$ cat src/rtl/cdr_strobe_sequencer_pkg.sv
// Shared types and helpers for the CDR strobe sequencer.
package cdr_pkg;

   localparam int CNT_W_DEF      = 6;
   localparam int N_SMP_DEF      = 3;
   localparam int MIN_PERIOD_DEF = 8;

   typedef logic [CNT_W_DEF-1:0] cnt_t;

   typedef enum logic {
      IDLE = 1'b0,
      RUN  = 1'b1
   } seq_state_e;

   // Pending phase nudge held for the current or the next period.
   typedef enum logic [1:0] {
      ADJ_NONE = 2'd0,
      ADJ_ADV  = 2'd1,
      ADJ_RET  = 2'd2
   } adj_e;

   // Requested periods below the legal minimum are raised to the minimum.
   function automatic int unsigned clamp_period(input int unsigned p, input int unsigned min_p);
      return (p < min_p) ? min_p : p;
   endfunction

endpackage

$ cat src/rtl/cdr_strobe_sequencer_if.sv
// Control/strobe bundle between the loop filter side and the strobe sequencer.
interface cdr_strobe_sequencer_if
   import cdr_pkg::*;
#(
   parameter int CNT_W = CNT_W_DEF,
   parameter int N_SMP = N_SMP_DEF
);
   logic                   i_en;
   logic [CNT_W-1:0]       i_nb_p;
   logic [N_SMP*CNT_W-1:0] i_smp_off;
   logic                   i_adv;
   logic                   i_ret;
   logic [CNT_W-1:0]       o_cnt;
   logic [N_SMP-1:0]       o_smp_en;
   logic                   o_en_pd;
   logic                   o_en_fs;
   logic                   o_wrap;
   logic                   o_period_err;
   logic                   o_adj_drop;

   modport master (
      output i_en, i_nb_p, i_smp_off, i_adv, i_ret,
      input  o_cnt, o_smp_en, o_en_pd, o_en_fs, o_wrap, o_period_err, o_adj_drop
   );

   modport slave (
      input  i_en, i_nb_p, i_smp_off, i_adv, i_ret,
      output o_cnt, o_smp_en, o_en_pd, o_en_fs, o_wrap, o_period_err, o_adj_drop
   );
endinterface

$ cat src/rtl/cdr_strobe_sequencer_offset_match.sv
// One sample-strobe channel: shadowed offset plus a registered count compare.
// The compare uses the next count so the strobe lands in the cycle where o_cnt equals the offset.
module cdr_offset_match
   import cdr_pkg::*;
#(
   parameter int CNT_W = CNT_W_DEF
) (
   input  logic             i_clk,
   input  logic             i_rst,
   input  logic             i_load,
   input  logic             i_active,
   input  logic [CNT_W-1:0] i_cnt_nxt,
   input  logic [CNT_W-1:0] i_off,
   output logic             o_hit
);

   logic [CNT_W-1:0] off_q, off_d;
   logic             hit_q, hit_d;

   // On a load the new offset already governs the first count of the new period.
   always_comb begin
      off_d = i_load ? i_off : off_q;
      hit_d = i_active && (i_cnt_nxt == off_d);
   end

   // Shadow offset and strobe register.
   always_ff @(posedge i_clk) begin
      if (i_rst) begin
         off_q <= '0;
         hit_q <= 1'b0;
      end else begin
         off_q <= off_d;
         hit_q <= hit_d;
      end
   end

   assign o_hit = hit_q;

endmodule

$ cat src/rtl/cdr_strobe_sequencer.sv
// Programmable-period phase counter for the CDR loop with per-channel sample strobes,
// phase-detector / frequency-sync strobes and one-per-period phase nudges.
//
//   state | meaning
//   IDLE  | disabled, counter held at 0, no strobes
//   RUN   | counting 0..T, strobes decoded from the next count
module cdr_strobe_sequencer
   import cdr_pkg::*;
#(
   parameter int CNT_W      = CNT_W_DEF,
   parameter int N_SMP      = N_SMP_DEF,
   parameter int MIN_PERIOD = MIN_PERIOD_DEF
) (
   input  logic                   i_clk,
   input  logic                   i_rst,
   cdr_strobe_sequencer_if.slave  bus
);

   localparam logic [CNT_W-1:0] TC_MIN = CNT_W'(MIN_PERIOD - 1);
   localparam logic [CNT_W-1:0] TC_MAX = '1;

   seq_state_e       state_q, state_d;
   logic [CNT_W-1:0] cnt_q, cnt_d;
   logic [CNT_W-1:0] base_q, base_d;   // Ps-1 of the current period
   logic [CNT_W-1:0] tc_q, tc_d;       // effective terminal count
   adj_e             adj_q, adj_d;
   logic             act_q, act_d;     // pending nudge already applied to this period
   logic             err_q, err_d;
   logic             drop_q, drop_d;
   logic             wrap_q, wrap_d;
   logic             pd_q, pd_d;
   logic             fs_q, fs_d;
   logic             run_d, load, wrap_now, req;
   adj_e             req_dir;
   logic [CNT_W-1:0] nb_clamped;
   logic             nb_below;
   logic [N_SMP-1:0] smp_en;

   assign nb_clamped = CNT_W'(clamp_period(32'(bus.i_nb_p), MIN_PERIOD));
   assign nb_below   = (bus.i_nb_p < CNT_W'(MIN_PERIOD));

   // Next-state: FSM, shadow load, adjustment latch and pd/fs/wrap decode.
   always_comb begin
      state_d  = state_q;
      cnt_d    = cnt_q;
      base_d   = base_q;
      adj_d    = adj_q;
      act_d    = act_q;
      err_d    = err_q;
      drop_d   = 1'b0;
      load     = 1'b0;
      run_d    = 1'b0;
      wrap_now = (cnt_q == tc_q);
      req      = bus.i_adv ^ bus.i_ret;
      req_dir  = bus.i_adv ? ADJ_ADV : ADJ_RET;

      case (state_q)
         IDLE: begin
            if (bus.i_en) begin
               state_d = RUN;
               run_d   = 1'b1;
               load    = 1'b1;
               cnt_d   = '0;
               adj_d   = ADJ_NONE;
               act_d   = 1'b0;
            end
         end
         RUN: begin
            if (!bus.i_en) begin
               state_d = IDLE;
               cnt_d   = '0;
               adj_d   = ADJ_NONE;
               act_d   = 1'b0;
            end else begin
               run_d = 1'b1;
               if (wrap_now) begin
                  cnt_d = '0;
                  load  = 1'b1;
                  // An applied nudge expires here; a deferred one takes over the new period.
                  if (adj_q == ADJ_NONE || act_q) begin
                     adj_d = ADJ_NONE;
                     act_d = 1'b0;
                  end else begin
                     act_d = 1'b1;
                  end
               end else begin
                  cnt_d = cnt_q + CNT_W'(1);
               end
               if (req) begin
                  if (adj_d != ADJ_NONE) begin
                     drop_d = 1'b1;
                  end else begin
                     adj_d = req_dir;
                     // Late requests would skip the pd/fs strobes, so they wait a period.
                     act_d = wrap_now || (cnt_q <= tc_q - CNT_W'(3));
                  end
               end
            end
         end
         default: state_d = IDLE;
      endcase

      if (load) begin
         base_d = nb_clamped - CNT_W'(1);
         if (nb_below) begin
            err_d = 1'b1;
         end
      end

      // A nudge that would leave the legal terminal-count range is discarded.
      if (act_d && ((adj_d == ADJ_ADV && base_d == TC_MIN) ||
                    (adj_d == ADJ_RET && base_d == TC_MAX))) begin
         drop_d = 1'b1;
         adj_d  = ADJ_NONE;
         act_d  = 1'b0;
      end

      tc_d = base_d;
      if (act_d) begin
         tc_d = (adj_d == ADJ_ADV) ? base_d - CNT_W'(1) : base_d + CNT_W'(1);
      end

      wrap_d = run_d && (cnt_d == tc_d);
      pd_d   = run_d && (cnt_d == tc_d - CNT_W'(2));
      fs_d   = run_d && (cnt_d == tc_d - CNT_W'(1));
   end

   // State, shadows and registered outputs.
   always_ff @(posedge i_clk) begin
      if (i_rst) begin
         state_q <= IDLE;
         cnt_q   <= '0;
         base_q  <= '0;
         tc_q    <= '0;
         adj_q   <= ADJ_NONE;
         act_q   <= 1'b0;
         err_q   <= 1'b0;
         drop_q  <= 1'b0;
         wrap_q  <= 1'b0;
         pd_q    <= 1'b0;
         fs_q    <= 1'b0;
      end else begin
         state_q <= state_d;
         cnt_q   <= cnt_d;
         base_q  <= base_d;
         tc_q    <= tc_d;
         adj_q   <= adj_d;
         act_q   <= act_d;
         err_q   <= err_d;
         drop_q  <= drop_d;
         wrap_q  <= wrap_d;
         pd_q    <= pd_d;
         fs_q    <= fs_d;
      end
   end

   for (genvar k = 0; k < N_SMP; k++) begin : g_smp
      cdr_offset_match #(.CNT_W(CNT_W)) u_match (
         .i_clk     (i_clk),
         .i_rst     (i_rst),
         .i_load    (load),
         .i_active  (run_d),
         .i_cnt_nxt (cnt_d),
         .i_off     (bus.i_smp_off[k*CNT_W +: CNT_W]),
         .o_hit     (smp_en[k])
      );
   end

   assign bus.o_cnt        = cnt_q;
   assign bus.o_smp_en     = smp_en;
   assign bus.o_en_pd      = pd_q;
   assign bus.o_en_fs      = fs_q;
   assign bus.o_wrap       = wrap_q;
   assign bus.o_period_err = err_q;
   assign bus.o_adj_drop   = drop_q;

endmodule
$ cat src/flat_wrapper.sv
// flat-port wrapper written by rule: the top's interface ports become plain ports
module cdr_strobe_sequencer_flat import cdr_pkg::*;
#(
   parameter int CNT_W      = CNT_W_DEF,
   parameter int N_SMP      = N_SMP_DEF,
   parameter int MIN_PERIOD = MIN_PERIOD_DEF
)
  (i_clk, i_rst, bus_i_en, bus_i_nb_p, bus_i_smp_off, bus_i_adv, bus_i_ret, bus_o_cnt, bus_o_smp_en, bus_o_en_pd, bus_o_en_fs, bus_o_wrap, bus_o_period_err, bus_o_adj_drop);
  cdr_strobe_sequencer_if #(.CNT_W(CNT_W), .N_SMP(N_SMP)) bus_i ();
  input  logic i_clk;
  input  logic i_rst;
  input wire logic [$bits(bus_i.i_en)-1:0] bus_i_en;
  input wire logic [$bits(bus_i.i_nb_p)-1:0] bus_i_nb_p;
  input wire logic [$bits(bus_i.i_smp_off)-1:0] bus_i_smp_off;
  input wire logic [$bits(bus_i.i_adv)-1:0] bus_i_adv;
  input wire logic [$bits(bus_i.i_ret)-1:0] bus_i_ret;
  output wire logic [$bits(bus_i.o_cnt)-1:0] bus_o_cnt;
  output wire logic [$bits(bus_i.o_smp_en)-1:0] bus_o_smp_en;
  output wire logic [$bits(bus_i.o_en_pd)-1:0] bus_o_en_pd;
  output wire logic [$bits(bus_i.o_en_fs)-1:0] bus_o_en_fs;
  output wire logic [$bits(bus_i.o_wrap)-1:0] bus_o_wrap;
  output wire logic [$bits(bus_i.o_period_err)-1:0] bus_o_period_err;
  output wire logic [$bits(bus_i.o_adj_drop)-1:0] bus_o_adj_drop;
  assign bus_i.i_en = bus_i_en;
  assign bus_i.i_nb_p = bus_i_nb_p;
  assign bus_i.i_smp_off = bus_i_smp_off;
  assign bus_i.i_adv = bus_i_adv;
  assign bus_i.i_ret = bus_i_ret;
  assign bus_o_cnt = bus_i.o_cnt;
  assign bus_o_smp_en = bus_i.o_smp_en;
  assign bus_o_en_pd = bus_i.o_en_pd;
  assign bus_o_en_fs = bus_i.o_en_fs;
  assign bus_o_wrap = bus_i.o_wrap;
  assign bus_o_period_err = bus_i.o_period_err;
  assign bus_o_adj_drop = bus_i.o_adj_drop;
  cdr_strobe_sequencer #(.CNT_W(CNT_W), .N_SMP(N_SMP), .MIN_PERIOD(MIN_PERIOD)) u_core (.i_clk(i_clk), .i_rst(i_rst), .bus(bus_i));
endmodule
$ cat config.mk
export PLATFORM = sky130hd
export DESIGN_NAME = cdr_strobe_sequencer_flat
export DESIGN_NICKNAME = d
export VERILOG_FILES = /design/src/rtl/cdr_strobe_sequencer_pkg.sv /design/src/rtl/cdr_strobe_sequencer_if.sv /design/src/rtl/cdr_strobe_sequencer_offset_match.sv /design/src/rtl/cdr_strobe_sequencer.sv /design/src/flat_wrapper.sv
export SDC_FILE = /design/constraint.sdc
export NUM_CORES = 1
export LEC_CHECK = 0
export BUFFER_PORTS_ARGS = -buffer_cell sky130_fd_sc_hd__buf_2
export CAP_MARGIN = 20
export CORE_UTILIZATION = 40
export DETAILED_ROUTE_END_ITERATION = 6
export HOLD_SLACK_MARGIN = 0.02
export PLACE_DENSITY_LB_ADDON = 0.2
export REMOVE_ABC_BUFFERS = 1
export SETUP_SLACK_MARGIN = 0.1
export SLEW_MARGIN = 20
export SYNTH_ARGS = -nofsm -noshare
export SYNTH_HDL_FRONTEND = slang
export SYNTH_SLANG_ARGS = --single-unit
$ cat constraint.sdc
create_clock -name i_clk -period 7.2 [get_ports i_clk]
set_input_delay 1.44 -clock i_clk [delete_from_list [all_inputs] [get_ports i_clk]]
set_output_delay 1.44 -clock i_clk [all_outputs]
set_load 0.02 [all_outputs]
==> results of run 1 <==
[worst min-delay path: stages (launching register included)]
cell and delay, ps:
dfxtp_1 330, a21oi_1 40, nor2_1 70
[power groups by stage]
stage / clock [mW] / sequential [mW] / combinational [mW]
final: 0.175 / 0.297 / 0.252
after CTS: 0.180 / 0.297 / 0.254
after global placement: 0 / 0.302 / 0.251
after floorplan: 0 / 0.302 / 0.194
after global routing: 0.191 / 0.300 / 0.282
after detailed placement: 0 / 0.303 / 0.253
[through the flow]
stage	area, um^2	utilization	std cells	total power [mW]
6_report	3500	0.456	488	0.724
5_1_grt	3500	0.456	488	0.773
4_1_cts	3500	0.455	488	0.731
3_5_place_dp	3400	0.443	480	0.556
3_3_place_gp	3400	0.443	480	0.553
2_1_floorplan	3060	-	335	0.497
[final timing paths]
kind / to / startpoint
worst max-delay path: u_core.bus.o_en_fs / bus_i_nb_p[5]
worst min-delay path: u_core.bus.o_period_err / u_core.bus.o_period_err
worst max register to register: u_core.bus.o_en_fs / u_core.bus.o_cnt[0]
worst min register to register: u_core.bus.o_period_err / u_core.bus.o_period_err
[state kept, by name (all words and copies together), names as in the netlist, 2 cells and up]
register,flops
u_core.tc_q,6
u_core.g_smp.u_match.o_hit,3
u_core.g_smp.u_match.off_q,18
u_core.adj_q,2
u_core.bus.o_cnt,6
u_core.base_q,6
[layer usage]
layer | vias to the layer above | part of all wire | track usage
li1 | 1316 | - | -
met1 | 1188 | 0.50 | 0.243
met2 | 43 | 0.45 | 0.274
met3 | 8 | 0.033 | 0.0370
met4 | 0 | 0.012 | 0.0556
met5 | - | 0 | 0
[kinds of logic after synthesis]
kind of cell / share of synthesized area
AOI/OAI and AO/OA: 0.131
xor gates and xnor gates: 0.143
adders and majority gates: 0.0697
buffers and inverters: 0.0475
DFF: 0.304
muxes: 0.0883
and+or+nand+nor: 0.216
[cell type report]
cell class | count | area, um^2
clock inverter | 2 | 13.8
multi-input combinational | 274 | 2050
tap | 102 | 128
clock buffer | 6 | 82.6
inverter | 13 | 48.8
fill | 799 | 4180
timing repair buffer | 43 | 218
sequential | 48 | 961
[cell usage in the layout (no fill, tap or decap), types with 4 or more instances in the layout]
master,count
a21oi_1,9
a31oi_1,4
and3_1,4
buf_2,42
clkbuf_8,6
dfxtp_1,48
ha_1,16
inv_1,13
mux2i_1,22
nand2_1,12
nand2b_1,8
nand3_1,11
nand4_1,4
nor2_1,44
nor2b_1,12
o21ai_0,9
xnor2_1,24
xor2_1,22
==> summary.md, run 1 <==
The run finished, with violations left. The checks that failed: DRC. In the post-route analysis, the smallest setup slack over all paths is 1550 ps.

The part of the Yosys area used for sequential elements came out at 0.304. The run gives 2410 as the via count of the first global-routing pass. The tools report the depth of the CTS H-tree as 2. The pre-CTS setup slack is 1200 ps.

The later pin in the worst-skew pair is clocked with a latency of 310 ps. The detailed-placement wirelength estimate was 5160 um. The most area-hungry cell type in the Yosys netlist is dfxtp_1.

Sorting the synthesized cells by area gives the leading types as dfxtp_1, mux2i_1, xnor2_1. The tree built by TritonCTS fans out to 48 sinks. The count of endpoints failing hold in the final timing report was 0.

The synthesized netlist contains 65 unique library cells. The final antenna-violating net count came out at 0. For the number of pins exceeding their max-slew limit in the final report, the log shows 0. Counting both buffers and inverters, the worst setup path holds a total of 3.

Counting buffers and inverters, the worst setup path is 18 cells deep. Maximum fanout count along the critical path: 11. Dividing the synthesized area by the synthesized cell count gives 8.95 um^2. The worst stage delay on the critical path is 440 ps, and the top-level port count is 43. The share of final-layout standard cells stronger than drive strength 1 came out at 0.176. The average via count per standard cell came out at 5.24. Ranked by instance count, the synthesized netlist is headed by dfxtp_1, nor2_1, xnor2_1.

The maximum number of pins on one net before global-route repair is 44, and the share of power burned in the clock network is 0.242. The worst path needs 5650 ps of the cycle, external delays included. The critical path in this run is classified as input port to register. The switching share of total power was 0.345. The fraction of registers with async set or reset after synthesis is 0. For this design the total switching power over the nets is 0.249 mW. The cell family contributing the most delay on the critical path is simple AND/OR/NAND/NOR gates. The worst-margin pin slew is 923 ps. The area share of the leading cell type in the synthesized netlist was 0.304; the number of synthesized flops with an enable pin was 0. The startpoint class of the critical path is an input port. The slowest stage cell on the critical path is or4b_1. The clock buffer count from CTS was 5.

In the final timing run, aggregate negative setup slack is 0 ps. The number of antenna diodes in the final layout is 0. dfxtp_1 is the most common cell in the netlist. In this run the clock root is driven by a clkbuf_8. The core region area is 7690 um^2, and the first-iteration detailed-routing DRC count is 112. The final route contains 2555 vias. Buffers added to address setup during post-CTS repair amount to 0.

Data arrives at the worst endpoint at 5870 ps. The power per cell area works out to 207 nW/um^2. The wire length per cell works out to 14.1 um. After floorplanning, the core was divided into 32 placement rows. The clock passes through at most 2 buffers.

The starting utilization of the core area was 0.411; the remaining global-route overflow was 0. Final weighted congestion in routability-driven placement: 0.843. Input and output buffers added on the ports amount to 42.

The run gives 6890 um as the final routed wirelength across all metal layers. The sequential share of power was 0.410; the data required time of the critical path was 7420 ps. The tools report the post-layout net count as 431.

The clock edge transition at the registers on the reported setup and hold paths came out at 90 ps. The number of instances resized during post-cts repair came out at 0. In this run, post-CTS hold repair placed 0 buffers.

The chip height is 90.9 um. The area growth from synthesis to layout is 10.9%. Setup violations remaining at the end of the flow were counted as 0. Among all flip-flop cells after synthesis, the most frequent one is dfxtp_1. Final worst clock skew: 9.78 ps.

Peak ir drop on the vdd network: 0.0000909 V. Number of search-and-repair iterations in the first detailed-routing pass: 6. The type of destination of the critical path was a register. The post-route clock period utilization works out to 0.785. The tools report the number of warnings reported in the yosys synthesis log as 0. The reported max-cap violation count is 0, and the post-synthesis instance area is 3160 um^2. The synthesized design contains 48 register bits.

For the leakage power summed over all cells, the log shows 1.54 nW. Synthesis produced a netlist whose cell count is 353. The worst hold path was traced through 2 stages. Setup repair after global routing left no endpoint under its margin. The run gives 0.474 mW as the total internal power.

The overall global routing resource usage was 0.176. Global-route wire length before repair: 11600 um. The critical path goes through buf_2 -> or3_1 -> nand2_1 -> ha_1 -> or4b_1 -> a21oi_1 -> or4b_1 -> a211o_1 -> nand3_2 -> o21ai_1 -> inv_1 -> ha_1 -> inv_1 -> o41ai_1 -> xnor3_1 -> xnor2_1 -> o22a_1 -> nor4_2. For the worst hold margin, the log shows 470 ps. The maximum clock rate came out at 177 MHz. The logs give 0.385 for the worst-case headroom to the max-slew limit and 0.348 for the part of the total power dissipated in combinational logic. The worst register-to-register path has a setup slack of 1730 ps. TritonCTS built the clock tree.

The tools report the area of the die as 8250 um^2. The run gives 1 as the DRC violations left. Path category of the worst min-delay check: register to register.

The die is 90.9 um wide. The initial antenna violation count is 0, and the depth of the worst register-to-register path is 18.
Power figures use the tool's default switching activity.
==> inputs of run 2 (changes only) <==
Clock period 7.2 ns to 5.55 ns, I/O delays scaled along.
==> summary.md, run 2 (synthesis gave the netlist of run 1 again) <==
For this run, the top clock speed supported by timing is 195 MHz. For the number of sinks on the clock net, the log shows 48 (unchanged). The overall global routing resource usage came out at 0.173 (-0.00318). The cell sitting at the root of the clock tree is a clkbuf_8. Ranked by flip-flop count, first place goes to u_core.g_smp.u_match.off_q.

The length of routed met2 wiring was 3150 um (+1.3%). The detailed-placement wirelength estimate is 5250 um (+1.8%), and the power per cell area is 264 nW/um^2 (+28%). The initial antenna violation count came out at 0 (unchanged). The depth of the CTS H-tree was 2 (unchanged).

For the via count of the first global-routing pass, the log shows 2379 (-1.3%). Type of destination of the critical path: a register. Data required time of the critical path: 5770 ps (-1650 ps). For the remaining global-route overflow, the log shows 0 (unchanged). The critical path is of the input port to register type. The run gives 0 (unchanged) as the final setup violation count. The tools report the final weighted congestion in routability-driven placement as 0.891 (+5.7%). In this run the top signal layer used is met4.

The starting utilization of the core area was 0.411 (unchanged); the post-layout minimum cycle time was 5140 ps. The checks that failed: DRC. The maximum fanout count along the critical path was 9 (-2); the post-placement cell area was 3450 um^2 (+1.5%).

The count of endpoints failing hold in the final timing report came out at 0 (unchanged). Core region area: 7690 um^2 (unchanged). The library cell used most frequently in the layout, excluding fill and tap cells, is dfxtp_1.

The quantity of hold-fixing buffers added after cts came out at 0 (unchanged). For the arrival time reported for the critical path endpoint, the log shows 5360 ps (-510 ps). Post-route core utilization: 0.464 (+0.00781). The met1 routed wirelength after detailed routing was 3550 um (+2.2%).

The post-route clock period utilization came out at 0.926. In the layout the commonest cells are dfxtp_1, nor2_1, buf_2, xnor2_1. The sum of met3 wire segment lengths after detailed routing is 214 um (-5.3%), and the share of final-layout standard cells stronger than drive strength 1 is 0.193 (+0.0172). The worst hold margin was 467 ps (-2.54 ps). The width of the die came out at 90.9 um (unchanged). Setup repair after global routing left no endpoint under its margin. The reported max-cap violation count is 0 (unchanged), and the worst-margin pin slew is 919 ps (-3.29 ps). The average via count per standard cell came out at 5.15 (-1.7%). TritonCTS built the clock tree. The area of the die came out at 8250 um^2 (unchanged). The tools report the maximum number of buffers from clock root to sink as 2 (unchanged). The tools report the peak ir drop on the vdd network as 0.0000905 V (-0.54%).

The filler cell count in the final layout is 808 (+1.1%). The final antenna-violating net count came out at 0 (unchanged). The top-level port count is 43 (unchanged), and the first-iteration detailed-routing DRC count is 121 (+8.0%). The run finished, with violations left. Final cell area excluding filler cells: 3560 um^2 (+1.7%). The logs give 44 (unchanged) for the maximum number of pins on one net before global-route repair and 2548 (-0.27%) for the detailed-route via count. Wire length per cell: 14.1 um (-0.28%). STA classifies the critical path startpoint as an input port. The tools report the post-layout net count as 439 (+1.9%). The run gives 11500 um (-0.78%) as the global-route wire length before repair. The final worst clock skew is 8.02 ps (-1.76 ps), and the placement row count is 32 (unchanged). The number of search-and-repair iterations in the first detailed-routing pass was 6 (unchanged). The clock edge transition at the registers on the reported setup and hold paths was 90 ps (about the same). The flip-flop count of the largest register, all copies and words added was 18 (unchanged); the clock latency of the later-clocked register in the worst-skew pair was 300 ps (about the same). The run gives 0.387 (+0.00219) as the worst-case headroom to the max-slew limit. The chip height is 90.9 um (unchanged). The clock buffer count from CTS is 5 (unchanged).

The number of pins exceeding their max-slew limit in the final report was 0 (unchanged); the DRC violations left was 1 (unchanged). The path category of the worst min-delay check is register to register. The setup TNS was 0 ps (unchanged). The count of input and output buffers was 42 (unchanged); the layout overhead on the synthesized area was 12.8%.

The leakage power summed over all cells was 1.57 nW (+2.3%); the number of inserted diodes was 0 (unchanged). The final routed wirelength across all metal layers came out at 6970 um (+1.1%).
==> run 2: where the power goes <==
group / total [mW] / internal (mW) / leakage [nW] / switching [mW]
Combinational: 0.339 / 0.149 / 1.13 / 0.189
Clock: 0.216 / 0.0995 / 0.0473 / 0.116
Sequential: 0.385 / 0.370 / 0.393 / 0.0145
==> run 2: through the flow <==
step	setup slack (ps)	total power, mW	cells
final	411	0.939	495
after global routing	97.1	1.00	495
after detailed placement	23.5	0.727	487
after CTS	327	0.947	494
after floorplan	421	0.644	335
after global placement	73.5	0.725	487
==> run 2: layer usage <==
layer	up-vias	track usage
li1	1324	-
met1	1174	0.239
met2	45	0.282
met3	5	0.0278
met4	0	0.0397
met5	-	0
==> run 2: path summary, 6_finish.rpt <==
path | to | cells past startpoint | slack, ps | from
worst max register to register | u_core.bus.o_en_fs | 18 | 550 | u_core.bus.o_cnt[0]
worst min register to register | u_core.bus.o_period_err | 2 | 470 | u_core.bus.o_period_err
worst min-delay path | u_core.bus.o_period_err | 2 | 470 | u_core.bus.o_period_err
worst max-delay path | u_core.bus.o_en_fs | 19 | 410 | bus_i_nb_p[5]
==> run 2: cell type report <==
| cell class | count | area, um^2 | area share |
|---|---|---|---|
| inverters | 13 | 48.8 | 0.0137 |
| repair buffers | 51 | 278 | 0.0779 |
| clock buffers | 6 | 82.6 | 0.0232 |
| flip-flops and latches | 48 | 961 | 0.270 |
| well taps | 102 | 128 | 0.0358 |
| clock inverters | 1 | 8.76 | 0.00246 |
| multi-input cells | 274 | 2060 | 0.577 |
==> run 2: critical path: stages <==
cell      delay (ps)
buf_2            140
or3_1            400
nand2_1          140
ha_1             210
or4b_1           440
a21oi_1          190
nand4b_1         120
mux2i_1          240
a21oi_2          150
ha_1             370
xor2_1           200
mux2_2           230
ha_1             180
inv_1             60
o41ai_1          380
xnor3_1          280
xnor2_1          160
o22a_1           230
nor4_2           120
==> run 2: what timing repair did <==
| action | in CTS | in global routing |
|---|---|---|
| buffers inserted | 0 | 1 |
| endpoints found under the setup margin | 0 | 2 |
| resized for setup | 0 | 2 |
==> inputs of run 3 (changes only) <==
Settings changed: ABC_AREA set to 1, CORE_MARGIN set to 2, CORE_UTILIZATION 40 to 50.
==> summary.md, run 3 <==
The worst setup path is captured at a register. The core region area is 6720 um^2 (-13%), and the number of synthesized flops with an enable pin is 0 (unchanged). For the number of pins exceeding their max-slew limit in the final report, the log shows 0 (unchanged).

For the maximum number of buffers from clock root to sink, the log shows 2 (unchanged). The global-route wire length before repair was 13100 um (+14%); the DRC violations left was 0 (-1). The clock latency of the later-clocked register in the worst-skew pair was 310 ps (about the same). Post-layout minimum cycle time: 4910 ps (-228 ps). The cell class contributing the biggest share of worst-path delay was simple AND/OR/NAND/NOR gates.

For the synthesized instance count, the log shows 494 (+40%). Most instantiated library cell after synthesis: nand2_1. The final setup violation count was 0 (unchanged); the clock buffer count from CTS was 5 (unchanged). The tree is rooted in a clkbuf_8. The logs give 0.398 (-0.012) for the sequential share of power and 3068 (+20%) for the detailed-route via count. In this design, the critical path's most frequently occurring cell is nor2_1.

The part of the total power dissipated in combinational logic was 0.318 (-0.043). The leakage power summed over all cells was 1.92 nW (+22%). The post-route clock period utilization was 0.885 (-0.0410).

The fraction of registers with async set or reset after synthesis works out to 0 (unchanged). The remaining global-route overflow was 0 (unchanged); the flip-flop count of the largest register, all copies and words added was 18 (unchanged). The depth of the CTS H-tree was 2 (unchanged); the clock edge transition at the registers on the reported setup and hold paths was 90 ps (about the same).

The peak ir drop on the vdd network is 0.000168 V (+86%), and the worst-margin pin slew is 771 ps (-148 ps). The tools report the starting utilization of the core area as 0.510 (+0.0991). The tools report the share of power burned in the clock network as 0.285 (+0.055). The run finished with clean final reports.

For the initial antenna violation count, the log shows 0 (unchanged). Setup repair after global routing left no endpoint under its margin. Of all cell types, the one taking the most synthesized area is dfxtp_1.

The run gives 13.2 ps (+5.22 ps) as the final worst clock skew. TritonCTS built the clock tree. In the layout the commonest cells are nand2_1, nor2_1, inv_1, dfxtp_1. The critical path is of the input port to register type.

The top-level port count is 43 (unchanged). The post-layout net count is 578 (+32%), and the power per cell area is 249 nW/um^2 (-5.4%). The area share of the leading cell type in the synthesized netlist is 0.280 (-0.0238).

The number of buffer and inverter instances along the worst setup path was 3 (+1); the number of sinks on the clock net was 48 (unchanged). The library cell used most frequently in the layout, excluding fill and tap cells, is nand2_1. The logs give 0 ps (unchanged) for the setup TNS and 0 (unchanged) for the count of endpoints failing hold in the final timing report. The number of inserted diodes is 0 (unchanged).

The logs give 0.623 mW (+0.57%) for the total internal power and 0 (unchanged) for the quantity of hold-fixing buffers added after cts. The run gives 43 (-2.3%) as the maximum number of pins on one net before global-route repair. The tools report the startpoint class of the critical path as an input port. Number of distinct library cell variants in the gate-level netlist after synthesis: 39 (-40%). The register with the most flip-flops in the final layout is u_core.g_smp.u_match.off_q. The chip height is 86.8 um (-4.5%). The final routed wirelength across all metal layers is 7920 um (+14%).

In this run the worst hold path is classified as register to register. In this run the critical register-to-register path is launched from u_core.tc_q[1]. In the synthesized netlist the dominant register cell turns out to be dfxtp_1. The part of the Yosys area used for sequential elements is 0.280 (-0.0238), and the count of input and output buffers is 42 (unchanged). The share of final-layout standard cells stronger than drive strength 1 is 0.184 (-0.00952), and the final weighted congestion in routability-driven placement is 0.895 (+0.43%). The placement row count is 30 (-6.3%).

On the critical path, the stage with the largest delay is an instance of fa_1. The tools report the via count of the first global-routing pass as 2860 (+20%). Flip-flop and latch count after synthesis: 48 (unchanged). The maximum fanout count along the critical path was 6 (-3); the total power consumption of the routed design was 0.946 mW (+0.64%). Sorting the synthesized cells by how often they occur yields nand2_1, nor2_1, inv_1. The width of the die is 86.8 um (-4.5%).

The post-CTS repair timing setup buffer count was 0 (unchanged). The run gives 3430 um^2 (+8.5%) as the post-synthesis instance area. The logs give 5160 ps (-200 ps) for the arrival time reported for the critical path endpoint and 204 MHz (+4.6%) for the maximum clock rate. The first-iteration detailed-routing DRC count came out at 141 (+17%). The overall global routing resource usage is 0.220 (+0.0474), and the area of the die is 7530 um^2 (-8.8%). The number of warnings reported in the yosys synthesis log came out at 0 (unchanged). The tools report the data required time of the critical path as 5800 ps (+30 ps).

The layout overhead on the synthesized area was 10.7%; the worst stage delay on the critical path was 400 ps (-40 ps). The number of instances resized during post-cts repair was 0 (unchanged); the wire length per cell was 12.9 um (-8.1%). The number of search-and-repair iterations in the first detailed-routing pass came out at 5 (-1). The detailed-placement wirelength estimate was 6270 um (+19%). The average cell area after synthesis works out to 6.93 um^2 (-22%). The tools report the origin of the worst setup path as bus_i_nb_p[4].

Worst-case headroom to the max-slew limit: 0.486 (+0.0988). The reported max-cap violation count is 0 (unchanged). The reported net switching power is 0.323 mW (+0.78%), and the switching share of total power is 0.342 (+0.000471). By area the synthesized netlist is led by dfxtp_1, nand2_1, nor2_1. Startpoint of the tightest hold check path: u_core.bus.o_period_err. The final antenna-violating net count is 0 (unchanged), and the average via count per standard cell is 5.00 (-2.8%).
-- run 3: logic make-up after synthesis --
| logic type | after synthesis | share of synthesized area |
|---|---|---|
| xor+xnor | 26 | 0.0665 |
| buf+inv | 72 | 0.0858 |
| simple gates | 275 | 0.388 |
| flops | 48 | 0.280 |
| compound gates | 39 | 0.0650 |
| mux | 17 | 0.0497 |
| fa+ha+maj | 17 | 0.0643 |
-- run 3: worst paths after layout --
kind | end | slack, ps | depth (start not counted)
worst max register to register | u_core.bus.o_en_pd | 750 | 26
worst min register to register | u_core.bus.o_period_err | 470 | 2
worst min-delay path | u_core.bus.o_period_err | 470 | 2
worst max-delay path | u_core.bus.o_en_pd | 640 | 26
-- run 3: final cells by class --
| cell class | instances | area (um^2) |
|---|---|---|
| fillers | 657 | 2930 |
| clock inverters | 2 | 38.8 |
| repair buffers | 42 | 210 |
| clock buffers | 6 | 82.6 |
| well taps | 80 | 100 |
| flip-flops and latches | 48 | 961 |
| multi-input cells | 374 | 2170 |
| inverters | 61 | 229 |
-- run 3: stage by stage --
| step | util | hold WS (ps) | instances | cell area, um^2 | worst slack [ps] |
|---|---|---|---|---|---|
| 6_report | 0.564 | 467 | 613 | 3790 | 639 |
| 3_5_place_dp | 0.546 | 450 | 605 | 3670 | 358 |
| 3_3_place_gp | 0.546 | 437 | 605 | 3670 | 516 |
| 5_1_grt | 0.564 | 482 | 613 | 3790 | 131 |
| 2_1_floorplan | - | 472 | 483 | 3360 | 944 |
| 4_1_cts | 0.564 | 466 | 613 | 3790 | 686 |
-- run 3: power groups by stage --
stage | clock [mW] | combinational (mW) | sequential (mW)
after floorplan | 0 | 0.231 | 0.384
after global placement | 0 | 0.298 | 0.383
after detailed placement | 0 | 0.299 | 0.384
after CTS | 0.278 | 0.301 | 0.376
after global routing | 0.289 | 0.342 | 0.378
final | 0.269 | 0.300 | 0.376
-- run 3: worst reg2reg max path, delay by kind of cell (launching register included) --
kind | cells | cell delay [ps]
AOI/OAI and AO/OA | 4 | 740
xor gates and xnor gates | 3 | 420
adders and majority gates | 4 | 1150
buffers and inverters | 2 | 160
DFF | 1 | 360
and+or+nand+nor | 13 | 1920
-- run 3: metal layers --
layer | track usage | vias up | share of wire
li1 | - | 1653 | -
met1 | 0.280 | 1338 | 0.46
met2 | 0.383 | 64 | 0.48
met3 | 0.0314 | 13 | 0.044
met4 | 0.0739 | 0 | 0.019
met5 | 0 | - | 0
